--- config.mk ---
export PLATFORM = sky130hd
export DESIGN_NAME = mc_control_unit
export DESIGN_NICKNAME = d
export VERILOG_FILES = /design/src/rtl/mc_ctrl_pkg.sv /design/src/rtl/alu_ctrl_dec.sv /design/src/rtl/mc_control_unit.sv
export SDC_FILE = /design/constraint.sdc
export NUM_CORES = 1
export LEC_CHECK = 0
export ABC_AREA = 1
export BUFFER_PORTS_ARGS = -buffer_cell sky130_fd_sc_hd__buf_4
export CORE_MARGIN = 2
export CORE_UTILIZATION = 48
export CTS_CLUSTER_SIZE = 30
export DETAILED_ROUTE_END_ITERATION = 6
export PLACE_DENSITY = 0.84
export SLEW_MARGIN = 10
export SYNTH_ARGS = -nofsm -noshare
export SYNTH_HDL_FRONTEND = slang
export SYNTH_SLANG_ARGS = --single-unit
--- constraint.sdc ---
create_clock -name clk -period 3.8 [get_ports clk]
set_clock_uncertainty 0.2 [all_clocks]
set_input_delay 0.19 -clock clk [delete_from_list [all_inputs] [get_ports clk]]
set_output_delay 0.19 -clock clk [all_outputs]
set_load 0.005 [all_outputs]
--- src/rtl/mc_ctrl_pkg.sv ---
// Shared encodings for the multi-cycle MIPS control unit: states, opcodes,
// funct codes, ALU operation codes, mux selects and the control strobe bundle.
package mc_ctrl_pkg;

  localparam int unsigned STATE_W = 4;
  localparam int unsigned OP_W    = 6;
  localparam int unsigned FUNCT_W = 6;
  localparam int unsigned ALU_W   = 3;
  localparam int unsigned SRCB_W  = 2;
  localparam int unsigned PCSRC_W = 2;

  typedef enum logic [STATE_W-1:0] {
    S_FETCH    = 4'd0,
    S_DECODE   = 4'd1,
    S_MEM_ADDR = 4'd2,
    S_MEM_RD   = 4'd3,
    S_MEM_WB   = 4'd4,
    S_MEM_WR   = 4'd5,
    S_R_EXEC   = 4'd6,
    S_R_WB     = 4'd7,
    S_BRANCH   = 4'd8,
    S_JUMP     = 4'd9,
    S_I_EXEC   = 4'd10,
    S_I_WB     = 4'd11
  } state_e;

  localparam logic [OP_W-1:0] OP_RTYPE = 6'b000000;
  localparam logic [OP_W-1:0] OP_LW    = 6'b100011;
  localparam logic [OP_W-1:0] OP_SW    = 6'b101011;
  localparam logic [OP_W-1:0] OP_BEQ   = 6'b000100;
  localparam logic [OP_W-1:0] OP_BNE   = 6'b000101;
  localparam logic [OP_W-1:0] OP_J     = 6'b000010;
  localparam logic [OP_W-1:0] OP_ADDI  = 6'b001000;
  localparam logic [OP_W-1:0] OP_ANDI  = 6'b001100;
  localparam logic [OP_W-1:0] OP_ORI   = 6'b001101;

  localparam logic [FUNCT_W-1:0] FN_ADD = 6'b100000;
  localparam logic [FUNCT_W-1:0] FN_SUB = 6'b100010;
  localparam logic [FUNCT_W-1:0] FN_AND = 6'b100100;
  localparam logic [FUNCT_W-1:0] FN_OR  = 6'b100101;
  localparam logic [FUNCT_W-1:0] FN_SLT = 6'b101010;

  localparam logic [ALU_W-1:0] ALU_AND = 3'b000;
  localparam logic [ALU_W-1:0] ALU_OR  = 3'b001;
  localparam logic [ALU_W-1:0] ALU_ADD = 3'b010;
  localparam logic [ALU_W-1:0] ALU_SUB = 3'b110;
  localparam logic [ALU_W-1:0] ALU_SLT = 3'b111;

  localparam logic [SRCB_W-1:0] SRCB_REG  = 2'b00;
  localparam logic [SRCB_W-1:0] SRCB_FOUR = 2'b01;
  localparam logic [SRCB_W-1:0] SRCB_IMM  = 2'b10;
  localparam logic [SRCB_W-1:0] SRCB_BOFF = 2'b11;

  localparam logic [PCSRC_W-1:0] PCSRC_ALU    = 2'b00;
  localparam logic [PCSRC_W-1:0] PCSRC_ALUOUT = 2'b01;
  localparam logic [PCSRC_W-1:0] PCSRC_JUMP   = 2'b10;

  typedef struct packed {
    logic               pc_write;
    logic               pc_write_cond;
    logic               i_or_d;
    logic               mem_read;
    logic               mem_write;
    logic               ir_write;
    logic               mem_to_reg;
    logic               reg_dst;
    logic               reg_write;
    logic               alu_src_a;
    logic [SRCB_W-1:0]  alu_src_b;
    logic               ext_zero;
    logic [PCSRC_W-1:0] pc_source;
    logic [ALU_W-1:0]   alu_ctrl;
    logic               illegal;
  } ctrl_s;

  // State following DECODE; FETCH means the opcode is not supported.
  function automatic state_e decode_next(input logic [OP_W-1:0] op, input logic bne_en);
    state_e nxt;
    case (op)
      OP_RTYPE:                nxt = S_R_EXEC;
      OP_LW, OP_SW:            nxt = S_MEM_ADDR;
      OP_BEQ:                  nxt = S_BRANCH;
      OP_BNE:                  nxt = bne_en ? S_BRANCH : S_FETCH;
      OP_J:                    nxt = S_JUMP;
      OP_ADDI, OP_ANDI, OP_ORI: nxt = S_I_EXEC;
      default:                 nxt = S_FETCH;
    endcase
    return nxt;
  endfunction

endpackage

--- src/rtl/alu_ctrl_dec.sv ---
// ALU operation decoder: selects the ALU function from the current state,
// opcode and funct, and flags unsupported R-type funct codes.
module alu_ctrl_dec
  import mc_ctrl_pkg::*;
(
  input  state_e               state_i,
  input  logic [OP_W-1:0]      opcode_i,
  input  logic [FUNCT_W-1:0]   funct_i,
  output logic [ALU_W-1:0]     alu_ctrl_o,
  output logic                 funct_illegal_o
);

  always_comb begin
    alu_ctrl_o      = ALU_ADD;
    funct_illegal_o = 1'b0;
    case (state_i)
      S_BRANCH: alu_ctrl_o = ALU_SUB;
      S_R_EXEC: begin
        case (funct_i)
          FN_ADD:  alu_ctrl_o = ALU_ADD;
          FN_SUB:  alu_ctrl_o = ALU_SUB;
          FN_AND:  alu_ctrl_o = ALU_AND;
          FN_OR:   alu_ctrl_o = ALU_OR;
          FN_SLT:  alu_ctrl_o = ALU_SLT;
          default: funct_illegal_o = 1'b1;
        endcase
      end
      S_I_EXEC: begin
        case (opcode_i)
          OP_ANDI: alu_ctrl_o = ALU_AND;
          OP_ORI:  alu_ctrl_o = ALU_OR;
          default: alu_ctrl_o = ALU_ADD;
        endcase
      end
      default: alu_ctrl_o = ALU_ADD;
    endcase
  end

endmodule

--- src/rtl/mc_control_unit.sv ---
// Multi-cycle MIPS control FSM with per-state control strobes and memory stalls.
// Define MC_CTRL_BNE_EN to decode bne (opcode 000101) as a branch on !zero.
module mc_control_unit
  import mc_ctrl_pkg::*;
#(
  parameter logic [STATE_W-1:0] RESET_STATE = 4'd0
) (
  input  logic                clk,
  input  logic                rst,
  input  logic [OP_W-1:0]     opcode,
  input  logic [FUNCT_W-1:0]  funct,
  input  logic                zero,
  input  logic                mem_ready,
  output logic                pc_write,
  output logic                pc_write_cond,
  output logic                i_or_d,
  output logic                mem_read,
  output logic                mem_write,
  output logic                ir_write,
  output logic                mem_to_reg,
  output logic                reg_dst,
  output logic                reg_write,
  output logic                alu_src_a,
  output logic [SRCB_W-1:0]   alu_src_b,
  output logic                ext_zero,
  output logic [PCSRC_W-1:0]  pc_source,
  output logic [ALU_W-1:0]    alu_ctrl,
  output logic                illegal,
  output logic [STATE_W-1:0]  state
);

`ifdef MC_CTRL_BNE_EN
  localparam logic BNE_EN = 1'b1;
`else
  localparam logic BNE_EN = 1'b0;
`endif

  state_e           state_q, state_d;
  state_e           dec_target;
  logic             bne_q, bne_d;
  logic [ALU_W-1:0] alu_op;
  logic             funct_illegal;
  ctrl_s            ctrl_c;

  assign dec_target = decode_next(opcode, BNE_EN);

  alu_ctrl_dec u_alu_ctrl_dec (
    .state_i         (state_q),
    .opcode_i        (opcode),
    .funct_i         (funct),
    .alu_ctrl_o      (alu_op),
    .funct_illegal_o (funct_illegal)
  );

  always_ff @(posedge clk) begin
    if (rst) begin
      state_q <= state_e'(RESET_STATE);
      bne_q   <= 1'b0;
    end else begin
      state_q <= state_d;
      bne_q   <= bne_d;
    end
  end

  // Next-state sequencing; memory states hold until mem_ready.
  always_comb begin
    state_d = state_q;
    bne_d   = bne_q;
    case (state_q)
      S_FETCH:    if (mem_ready) state_d = S_DECODE;
      S_DECODE: begin
        state_d = dec_target;
        bne_d   = BNE_EN && (opcode == OP_BNE);
      end
      S_MEM_ADDR: state_d = (opcode == OP_LW) ? S_MEM_RD : S_MEM_WR;
      S_MEM_RD:   if (mem_ready) state_d = S_MEM_WB;
      S_MEM_WR:   if (mem_ready) state_d = S_FETCH;
      S_R_EXEC:   state_d = funct_illegal ? S_FETCH : S_R_WB;
      S_I_EXEC:   state_d = S_I_WB;
      default:    state_d = S_FETCH;
    endcase
  end

  // Per-state strobes; reset overrides everything to the idle pattern.
  always_comb begin
    ctrl_c          = '0;
    ctrl_c.alu_ctrl = ALU_ADD;
    if (!rst) begin
      ctrl_c.alu_ctrl = alu_op;
      case (state_q)
        S_FETCH: begin
          ctrl_c.mem_read  = 1'b1;
          ctrl_c.alu_src_b = SRCB_FOUR;
          ctrl_c.ir_write  = mem_ready;
          ctrl_c.pc_write  = mem_ready;
        end
        S_DECODE: begin
          ctrl_c.alu_src_b = SRCB_BOFF;
          ctrl_c.illegal   = (dec_target == S_FETCH);
        end
        S_MEM_ADDR: begin
          ctrl_c.alu_src_a = 1'b1;
          ctrl_c.alu_src_b = SRCB_IMM;
        end
        S_MEM_RD: begin
          ctrl_c.mem_read = 1'b1;
          ctrl_c.i_or_d   = 1'b1;
        end
        S_MEM_WB: begin
          ctrl_c.reg_write  = 1'b1;
          ctrl_c.mem_to_reg = 1'b1;
        end
        S_MEM_WR: begin
          ctrl_c.mem_write = 1'b1;
          ctrl_c.i_or_d    = 1'b1;
        end
        S_R_EXEC: begin
          ctrl_c.alu_src_a = 1'b1;
          ctrl_c.alu_src_b = SRCB_REG;
          ctrl_c.illegal   = funct_illegal;
        end
        S_R_WB: begin
          ctrl_c.reg_write = 1'b1;
          ctrl_c.reg_dst   = 1'b1;
        end
        S_BRANCH: begin
          // beq leaves the zero test to the datapath; bne pre-qualifies with !zero
          ctrl_c.alu_src_a     = 1'b1;
          ctrl_c.alu_src_b     = SRCB_REG;
          ctrl_c.pc_source     = PCSRC_ALUOUT;
          ctrl_c.pc_write_cond = ~(bne_q & zero);
        end
        S_JUMP: begin
          ctrl_c.pc_write  = 1'b1;
          ctrl_c.pc_source = PCSRC_JUMP;
        end
        S_I_EXEC: begin
          ctrl_c.alu_src_a = 1'b1;
          ctrl_c.alu_src_b = SRCB_IMM;
          ctrl_c.ext_zero  = (opcode == OP_ANDI) || (opcode == OP_ORI);
        end
        S_I_WB: ctrl_c.reg_write = 1'b1;
        default: ctrl_c.pc_source = PCSRC_ALU;
      endcase
    end
  end

  assign pc_write      = ctrl_c.pc_write;
  assign pc_write_cond = ctrl_c.pc_write_cond;
  assign i_or_d        = ctrl_c.i_or_d;
  assign mem_read      = ctrl_c.mem_read;
  assign mem_write     = ctrl_c.mem_write;
  assign ir_write      = ctrl_c.ir_write;
  assign mem_to_reg    = ctrl_c.mem_to_reg;
  assign reg_dst       = ctrl_c.reg_dst;
  assign reg_write     = ctrl_c.reg_write;
  assign alu_src_a     = ctrl_c.alu_src_a;
  assign alu_src_b     = ctrl_c.alu_src_b;
  assign ext_zero      = ctrl_c.ext_zero;
  assign pc_source     = ctrl_c.pc_source;
  assign alu_ctrl      = ctrl_c.alu_ctrl;
  assign illegal       = ctrl_c.illegal;
  assign state         = rst ? STATE_W'(0) : STATE_W'(state_q);

endmodule

# Word-level counts from Yosys, hierarchy flattened
# Index checks and enable logic that the tools add are counted.
# classes
eq_ne	26
muxes	28
n_reduce_logical	13
# ops
op	count
== test 6 bit, second input constant	7
case mux 4 bit (7 select lines)	1
case mux 4 bit (5 select lines)	1
two-way mux 19 bit	1
== test 6 x 4 -> 1 bit, second input constant	3
== test 4 x 3 -> 1 bit, second input constant	4
== test 4 bit, second input constant	4
two-way mux 4 bit	4
two-way mux 1 bit	12
case mux 3 bit (4 select lines)	1
case mux 3 bit (3 select lines)	1
== test 4 x 2 -> 1 bit, second input constant	2
logical NOT 4 bit	2
case mux 2 bit (2 select lines)	2
OR reduction 2 bit	4
== test 6 x 2 -> 1 bit, second input constant	1
== test 6 x 3 -> 1 bit, second input constant	1
logical NOT 6 bit	1
two-way mux 3 bit	2
inequality test 2 bit, second input constant	3
case mux 2 bit (3 select lines)	1
OR reduction 3 bit	2
OR reduction 5 bit	1
== test 4 x 1 -> 1 bit, second input constant	1
4 further kinds	5
# totals
reg_bits	4
input_bits	16
wordCells	68

# Longest topological paths before layout
# Gate-level depths: netlist (run 1).
# depth
ltp_word	6
ltp_mapped	10
mapped_depth_nobuf	10

# Cells and area by module
# A second synthesis (run 1) with hierarchy kept.
# hier_totals
cells_unflattened	176
area_unflattened_um2	864.6
# modules_own_cells
module	instances	cells_per_inst	area_per_inst_um2	seq_area_each_um2
mc_control_unit	1	123	623.1	80.1
alu_ctrl_dec	1	53	241.5	0.0

# Worst setup path after synthesis (run 1)
# No wires, ideal clock.
# synth_path
kind	register to output
startpoint	register state_q[2]
endpoint	output port alu_ctrl[0]
arrival_time_ns	1.072
required_time_ns	3.410
path_slack_ns	2.338
stages_incl_launch_ff	9
path_buffers	0
cell_sequence	dfxtp_1 inv_2 nor2_4 nand2_2 inv_2 nand3_1 o21ai_0 o21ai_1 inv_1
# synth_via
elab_chain_len	3
elab_cells_between_ends	5
# synth_rtl
item	line	rtl
from (decl)	mc_control_unit.sv:38	state_e state_q, state_d;
from (signal assigned)	mc_control_unit.sv:57	state_q <= state_e'(RESET_STATE);
from (signal assigned)	mc_control_unit.sv:60	state_q <= state_d;
== test 4 bit / == test 4 x 3 -> 1 bit (equally long branches)	alu_ctrl_dec.sv:16	case (state_i)
case mux 3 bit (3 select lines) *	alu_ctrl_dec.sv:16	
two-way mux 19 bit *	mc_control_unit.sv:88	if (!rst) begin
to (decl)	mc_control_unit.sv:27	output logic [ALU_W-1:0] alu_ctrl,
# Every way passes the cells marked *; elsewhere a longest branch is shown, timed or not.

# Worst setup path after layout (run 1)
# layout_path
startpoint	register state_q[1]
endpoint	output port alu_ctrl[1]
# The elaborated chain is that of the path after synthesis.

==> impl_summary.txt, run 1 <==
----------------------------------------------------
[Routing]
  Via/cell ratio ... about 5.1
  Count of nets left with antenna violations after detail routing ... 0
  DRC ... 0
  Total length of routed wires ... 2.13 mm
  WL per Instance ... 10.6 µm
  Number of optimization iterations in the first detailed-route pass ... 4
  1st-iter DRT viols ... 43
  Number of vias in the routed layout ... roughly 1,000

[Final layout]
  Largest register FFs ... 4
  Footprint of the flip-flops and latches ... 80.1 µm²
  Registers with the highest flip-flop counts ... state_q: 4 flops
  Utilization after layout ... a little under three quarters
  Area of the multi-input gates ... 547 µm²
  Antenna diode count ... 0
  Register bank with the most flops ... state_q
  Count of filler cells inserted in the layout ... 147
  Fraction of layout cells with a size suffix above 1 ... 30.1%
  Net count of the finished layout ... 204
  Relative area change from synthesis to final layout ... 40.7%

[Synthesis]
  Register bit total from synthesis ... 4
  Share of flip-flops with an asynchronous set or reset ... 0%
  Synth Net Count ... 165
  Mean cell area of the mapped netlist ... 5.04 µm²
  Count of different cell masters after synthesis ... 23
  Synthesized netlist cell count ... 149
  Sequential area share after synthesis ... 10.7%
  Post-synth EDFFs ... 0
  Most frequently used flop master after synthesis ... dfxtp_1
  Main area contributors after synthesis ... nor2_1 (19%), nand2_1 (14%), nand3_1 (12%)
  Top cell types by occurrence after synthesis ... nor2_1 (39), nand2_1 (29), inv_1 (23), nand3_1 (18), inv_2 (6)
  Number of warning messages in the yosys log ... 0
  Post-synth top area cell ... nor2_1
  Fraction of synthesized cell area taken by the top area cell type ... 19.5%
  Synthesized area ... between 700 and 800 µm²
  Most frequently used cell type in the post-synthesis netlist ... nor2_1

[Setup path]
  Top Family by Delay on Critical Path ... simple AND/OR/NAND/NOR gates
  Slack of the worst reg-to-reg path ... 2260 ps
  CP Buf/Inv Count ... 4
  Critical path, cell by cell ... nor2_1 -> inv_1 -> nor2_2 -> inv_1 -> o21ai_2 -> nand2_1 -> inv_1 -> o2111ai_1 -> buf_4
  Cell depth of the worst flop-to-flop path ... 6
  Worst-path fanout max ... 6
  Critical Path AT ... about 1600 ps
  Crit path top cell by count ... inv_1
  Path length in cells of the critical path ... 9
  CP endpoint kind ... output pin
  CP Launch Type ... flip-flop
  Worst Setup Path Type ... reg -> out
  Data required time at the worst endpoint ... roughly 3400 ps
  Worst stage delay on the critical path ... 370 ps
  Crit-path slowest cell ... dfxtp_1

[STA]
  Worst-case headroom to the max-slew limit ... around four fifths
  Tcrit/Tclk final ... 51.7%
  Max-slew violation count ... 0
  Post-route minimum period ... 1960 ps
  Setup-failing EPs final ... 0
  Transition at the pin with the smallest max-transition slack ... 282 ps
  Final worst-path setup slack ... roughly 1800 ps
  Accumulated negative setup slack ... 0 ps
  Maximum clock rate ... ~500 MHz
  Final hold violation count ... 0
  Unrepaired setup endpoints after global routing ... no

[GRT]
  Total global routing track utilization ... 23.4%
  Largest net degree at the start of global routing ... 22
  Overflow left after global routing ... 0
  Via count of the first global-routing pass ... slightly above 900
  Wire length of the first global-routing pass ... 3.53 mm
  Initial antenna violation count ... 0

[Clock network]
  CTS root buffer ... clkbuf_4
  Source-to-sink clock delay at the later pin of the worst-skew pair ... 230 ps
  Post-CTS Resized ... 0
  Number of buffers inserted to repair setup after CTS ... 0
  Clock input transition at the sequential cells of the worst setup and hold paths ... 40 ps
  CTS Buffer Depth ... 2
  Number of H-tree branching levels ... 1
  Clock Sinks ... 4
  TritonCTS Buffers ... 3
  Cts-stage hold buffer count ... 0
  CTS tree ... yes

[Placement]
  Worst setup slack before clock tree synthesis ... 2080 ps
  Final weighted congestion in routability-driven placement ... 0.935
  IO Port Bufs ... 37
  Detail Placement HPWL ... ~1.8 mm

[Pwr]
  Power density over cell area ... 174 nW/µm²
  Leakage power ... 0.620 nW
  Worst ir drop on vdd ... 0.000158 V

[Floorplan]
  Total core area ... between 1000 and 1500 µm²
  Die Footprint ... between 1500 and 2000 µm²
  Die Y ... 43.5 µm
  Die W ... about 44 µm
  Cell Rows ... 14
  I/O pin total ... 39
  Starting density of the core ... between 50% and 60%

[Run]
  Max capacitance violation total ... 0

[Worst hold path]
  Hold Path Depth ... 4
  Type of the most critical hold path ... in -> reg

[Status]
  Run status ... completed

----------------------------------------------------
## power by group
part           internal [W]  switching (W)
Clock             0.0000352      0.0000160
Combinational     0.0000359      0.0000478
Sequential        0.0000446     0.00000364
## path summary, 6_finish.rpt
check,to,from
worst max register to register,state_q[2]$_SDFFE_PP0P_,state_q[1]$_SDFFE_PP0P_
worst min register to register,state_q[0]$_SDFFE_PP0P_,state_q[0]$_SDFFE_PP0P_
worst max-delay path,alu_ctrl[1],state_q[1]$_SDFFE_PP0P_
worst min-delay path,state_q[2]$_SDFFE_PP0P_,mem_ready
## worst reg2reg max path, stage by stage, from the launching register on
cell     delay [ps]
dfxtp_1         370
nor2_1          260
nand2_1         150
a31oi_4         270
inv_2            50
nand3_1          90
nand2_1          50
## cells in the final DEF, fill, tap and decap left out, types with 2 or more instances in the layout
cell,netlist,routed
nor2_1,39,39
buf_4,1,37
nand4_1,3,3
nor3_1,3,3
nand3_1,18,18
nand2_2,2,2
nor2_4,4,4
o21ai_1,2,2
dfxtp_1,4,4
nand2_1,29,29
inv_1,23,23
a21oi_1,5,5
inv_2,6,6
clkbuf_4,0,3
## stage by stage
stage | instances | total power, W | area (µm²) | hold slack [ps]
after floorplan | 149 | 0.0000966 | 751 | 147
after global placement | 199 | 0.000129 | 1030 | 275
after detailed placement | 199 | 0.000131 | 1030 | 280
after CTS | 202 | 0.000186 | 1060 | 32.4
after global routing | 202 | 0.000197 | 1060 | 47.7
final | 202 | 0.000183 | 1060 | 43.0
## cells by family (layout without fill, tap and decap cells)
kind of cell / Yosys count / in the layout / share of synthesized area [%]
simple gates: 100 / 100 / 60.5
buf+inv: 32 / 69 / 16.5
compound gates: 13 / 13 / 12.3
flops: 4 / 4 / 10.7
## final cells by class
class                      count  area share [%]
inverter                      29            10.3
sequential                     4            7.58
timing repair buffer          37            26.3
clock buffer                   3            2.13
tap                           16            1.90
multi-input combinational    113            51.8
## metal layers
metal,vias to the layer above,GRT usage [%],part of all wire (%)
met5,-,0,0
met4,0,7.27,0
met3,0,1.25,5.1
met2,32,42.6,51
met1,462,29.0,44
li1,537,-,-
(Power assumes the default switching activity.)
==> run 2, diff against run 1 <==
- CORE_UTILIZATION: 48 -> 40
- PLACE_DENSITY: 0.84 -> 0.75
- clock period: 3.8 -> 1.8 ns (I/O delays scaled with it)
==> run 2 against run 1 <==
Net effect:
- register-to-register slack got worse by 2000 ps
- worst setup slack lost 1700 ps
- largest power group unchanged
- combinational power up 130%
- sequential share of layout area rose by 0.23 points
- final area increased by 9.2%
- utilization shrank 4.8 points
- via count fell by 0.58%
- largest cell class unchanged
- die area grew 18%
- critical path depth down 3
- total power rose by 120%
==> impl_summary.txt, run 2 (synthesized netlist as in run 1, its figures left out) <==
----------------------------------------------------
[Pwr]
  Worst ir drop on vdd ... 0.000430 V (+170%)
  Power density over cell area ... 352 nW/µm² (+100%)
  Power Total ... 0.000406 W (+120%)
  Leakage power ... 0.649 nW (+4.7%)

[Setup path]
  CP Launch Type ... input port
  Worst Setup Path Type ... in -> out
  Slack of the worst reg-to-reg path ... 300 ps (-1960 ps)
  CP Buf/Inv Count ... 3 (-1)
  Worst stage delay on the critical path ... 530 ps (+160 ps)
  Crit path top cell by count ... buf_4
  Critical path, cell by cell ... dlygate4sd3_1 -> buf_4 -> nor2_2 -> nand2_1 -> o22ai_1 -> buf_4
  CP endpoint kind ... output pin
  Crit-path slowest cell ... dlygate4sd3_1
  Path length in cells of the critical path ... 6 (-3)
  Data required time at the worst endpoint ... 1510 ps (-1900 ps)
  Cell depth of the worst flop-to-flop path ... 8 (+2)
  Top Family by Delay on Critical Path ... buffers and inverters
  Worst-path fanout max ... 21 (+15)
  Critical Path AT ... 1420 ps (-150 ps)

[Run]
  Max capacitance violation total ... 0 (unchanged)

[Status]
  Run status ... completed

[Clock network]
  Clock input transition at the sequential cells of the worst setup and hold paths ... 40 ps (about the same)
  Number of H-tree branching levels ... 1 (unchanged)
  CTS root buffer ... clkbuf_4
  CTS Buffer Depth ... 2 (unchanged)
  Source-to-sink clock delay at the later pin of the worst-skew pair ... 240 ps (about the same)
  Clock Sinks ... 4 (unchanged)
  TritonCTS Buffers ... 3 (unchanged)
  CTS tree ... yes

[Routing]
  Number of vias in the routed layout ... 1,025 (-0.58%)
  Total length of routed wires ... 2.04 mm (-4.5%)
  Number of optimization iterations in the first detailed-route pass ... 6 (+2)
  1st-iter DRT viols ... 10 (-77%)
  Via/cell ratio ... 4.75 (-7.0%)
  Count of nets left with antenna violations after detail routing ... 0 (unchanged)
  DRC ... 0 (unchanged)
  WL per Instance ... 9.44 µm (-11%)

[Final layout]
  Most frequent cells in the layout ... buf_4 (40), nor2_1 (37), nand2_1 (27)
  Final standard cell area without fillers ... 1150 µm² (+9.2%)
  Footprint of the flip-flops and latches ... 90.1 µm² (+12%)
  Fraction of layout cells with a size suffix above 1 ... 37.2% (+7.1 points)
  Largest register FFs ... 4 (unchanged)
  Most frequent standard cell in the layout excluding fill and tap cells ... buf_4
  Net count of the finished layout ... 209 (+2.5%)
  Registers with the highest flip-flop counts ... state_q: 4 flops
  Utilization after layout ... 66.1% (-4.8 points)
  Count of filler cells inserted in the layout ... 178 (+21%)
  Relative area change from synthesis to final layout ... 53.7%
  Antenna diode count ... 0 (unchanged)
  Area of the multi-input gates ... 578 µm² (+5.7%)
  Register bank with the most flops ... state_q

[STA]
  Unrepaired setup endpoints after global routing ... yes
  Hold slack ... 146 ps (+103 ps)
  Final hold violation count ... 0 (unchanged)
  Setup-failing EPs final ... 0 (unchanged)
  Transition at the pin with the smallest max-transition slack ... 258 ps (-24.5 ps)
  Tcrit/Tclk final ... a little over nine tenths
  Worst-case headroom to the max-slew limit ... 82.8% (+1.6 points)
  Post-route minimum period ... about 1700 ps
  Accumulated negative setup slack ... 0 ps (unchanged)
  Maximum clock rate ... 584 MHz
  Max-slew violation count ... 0 (unchanged)

[GRT]
  Largest net degree at the start of global routing ... 22 (unchanged)
  Wire length of the first global-routing pass ... 3.25 mm (-7.8%)
  Via count of the first global-routing pass ... 837 (-8.0%)
  Overflow left after global routing ... 0 (unchanged)
  Initial antenna violation count ... 0 (unchanged)
  Total global routing track utilization ... 20.1% (-3.3 points)

[Placement]
  IO Port Bufs ... 37 (unchanged)
  Final weighted congestion in routability-driven placement ... 0.843 (-9.8%)
  Detail Placement HPWL ... 1.73 mm (-2.4%)
  Instance area at placement ... 1040 µm² (+1.1%)

[Floorplan]
  Die W ... 47.3 µm (+8.7%)
  Total core area ... 1750 µm² (+17%)
  Cell Rows ... 15 (+1)
  Starting density of the core ... 43.0% (-7.4 points)
  Die Footprint ... 2240 µm² (+18%)
  Die Y ... 47.3 µm (+8.7%)
  I/O pin total ... 39 (unchanged)

[Worst hold path]
  Type of the most critical hold path ... in -> reg
  Hold Path Depth ... 7 (+3)

----------------------------------------------------
run 2: changes by cell type in the layout (fill, tap and decap cells not counted), moves of 2 or more:
cell	delta
dfxtp_1	-4
buf_4	+3
inv_1	-3
dfxtp_2	+2
dfxtp_4	+2
dlygate4sd3_1	+2
inv_2	+2
nand2_1	-2
nor2_1	-2
nor2_4	+2
run 2: report_power, final:
| part | internal [W] | switching [W] |
|---|---|---|
| combinational | 0.0000845 | 0.000105 |
| clock | 0.0000746 | 0.0000371 |
| sequential | 0.0000947 | 0.00000969 |
run 2: tightest hold or removal path, stage by stage:
cell	delay (ps)
buf_4	100
nand2_1	50
nand2_1	70
nor2_1	60
nor2_1	70
nor2_1	40
nor2_1	70
run 2: metal layers:
| layer | global-route usage, % | routed length, µm | vias up |
|---|---|---|---|
| met1 | 25.7 | 901 | 450 |
| met4 | 5.00 | 21 | 0 |
| met2 | 34.6 | 1010 | 23 |
| met5 | 0 | 0 | - |
| met3 | 3.46 | 104 | 3 |
| li1 | - | - | 549 |
run 2: layout make-up:
cell class / instances / share of cell area (%)
multi-input combinational: 113 / 50.1
timing repair buffer: 42 / 27.8
inverter: 29 / 9.65
sequential: 4 / 7.81
tap: 25 / 2.71
clock buffer: 3 / 1.95
run 2: final timing paths:
kind,startpoint,to
setup / recovery,rst,reg_write
hold / removal,opcode[3],state_q[3]$_SDFFE_PP0P_
setup reg to reg,state_q[2]$_SDFFE_PP0P_,state_q[0]$_SDFFE_PP0P_
hold reg to reg,state_q[2]$_SDFFE_PP0P_,state_q[2]$_SDFFE_PP0P_
run 2: through the flow:
| stage | instances | worst slack, ps |
|---|---|---|
| final | 216 | 87.7 |
| after global routing | 216 | -34.7 |
| after CTS | 213 | 10.3 |
| after detailed placement | 208 | 145 |
| after global placement | 208 | 173 |
| after floorplan | 149 | 417 |
run 2: repair_timing:
item,4_1_cts,5_1_grt
gates resized for setup,6,12
endpoints found under the setup margin,3,4
pin swaps,0,4
hold endpoints to repair,4,0
setup buffers,0,3
hold buffers,2,0
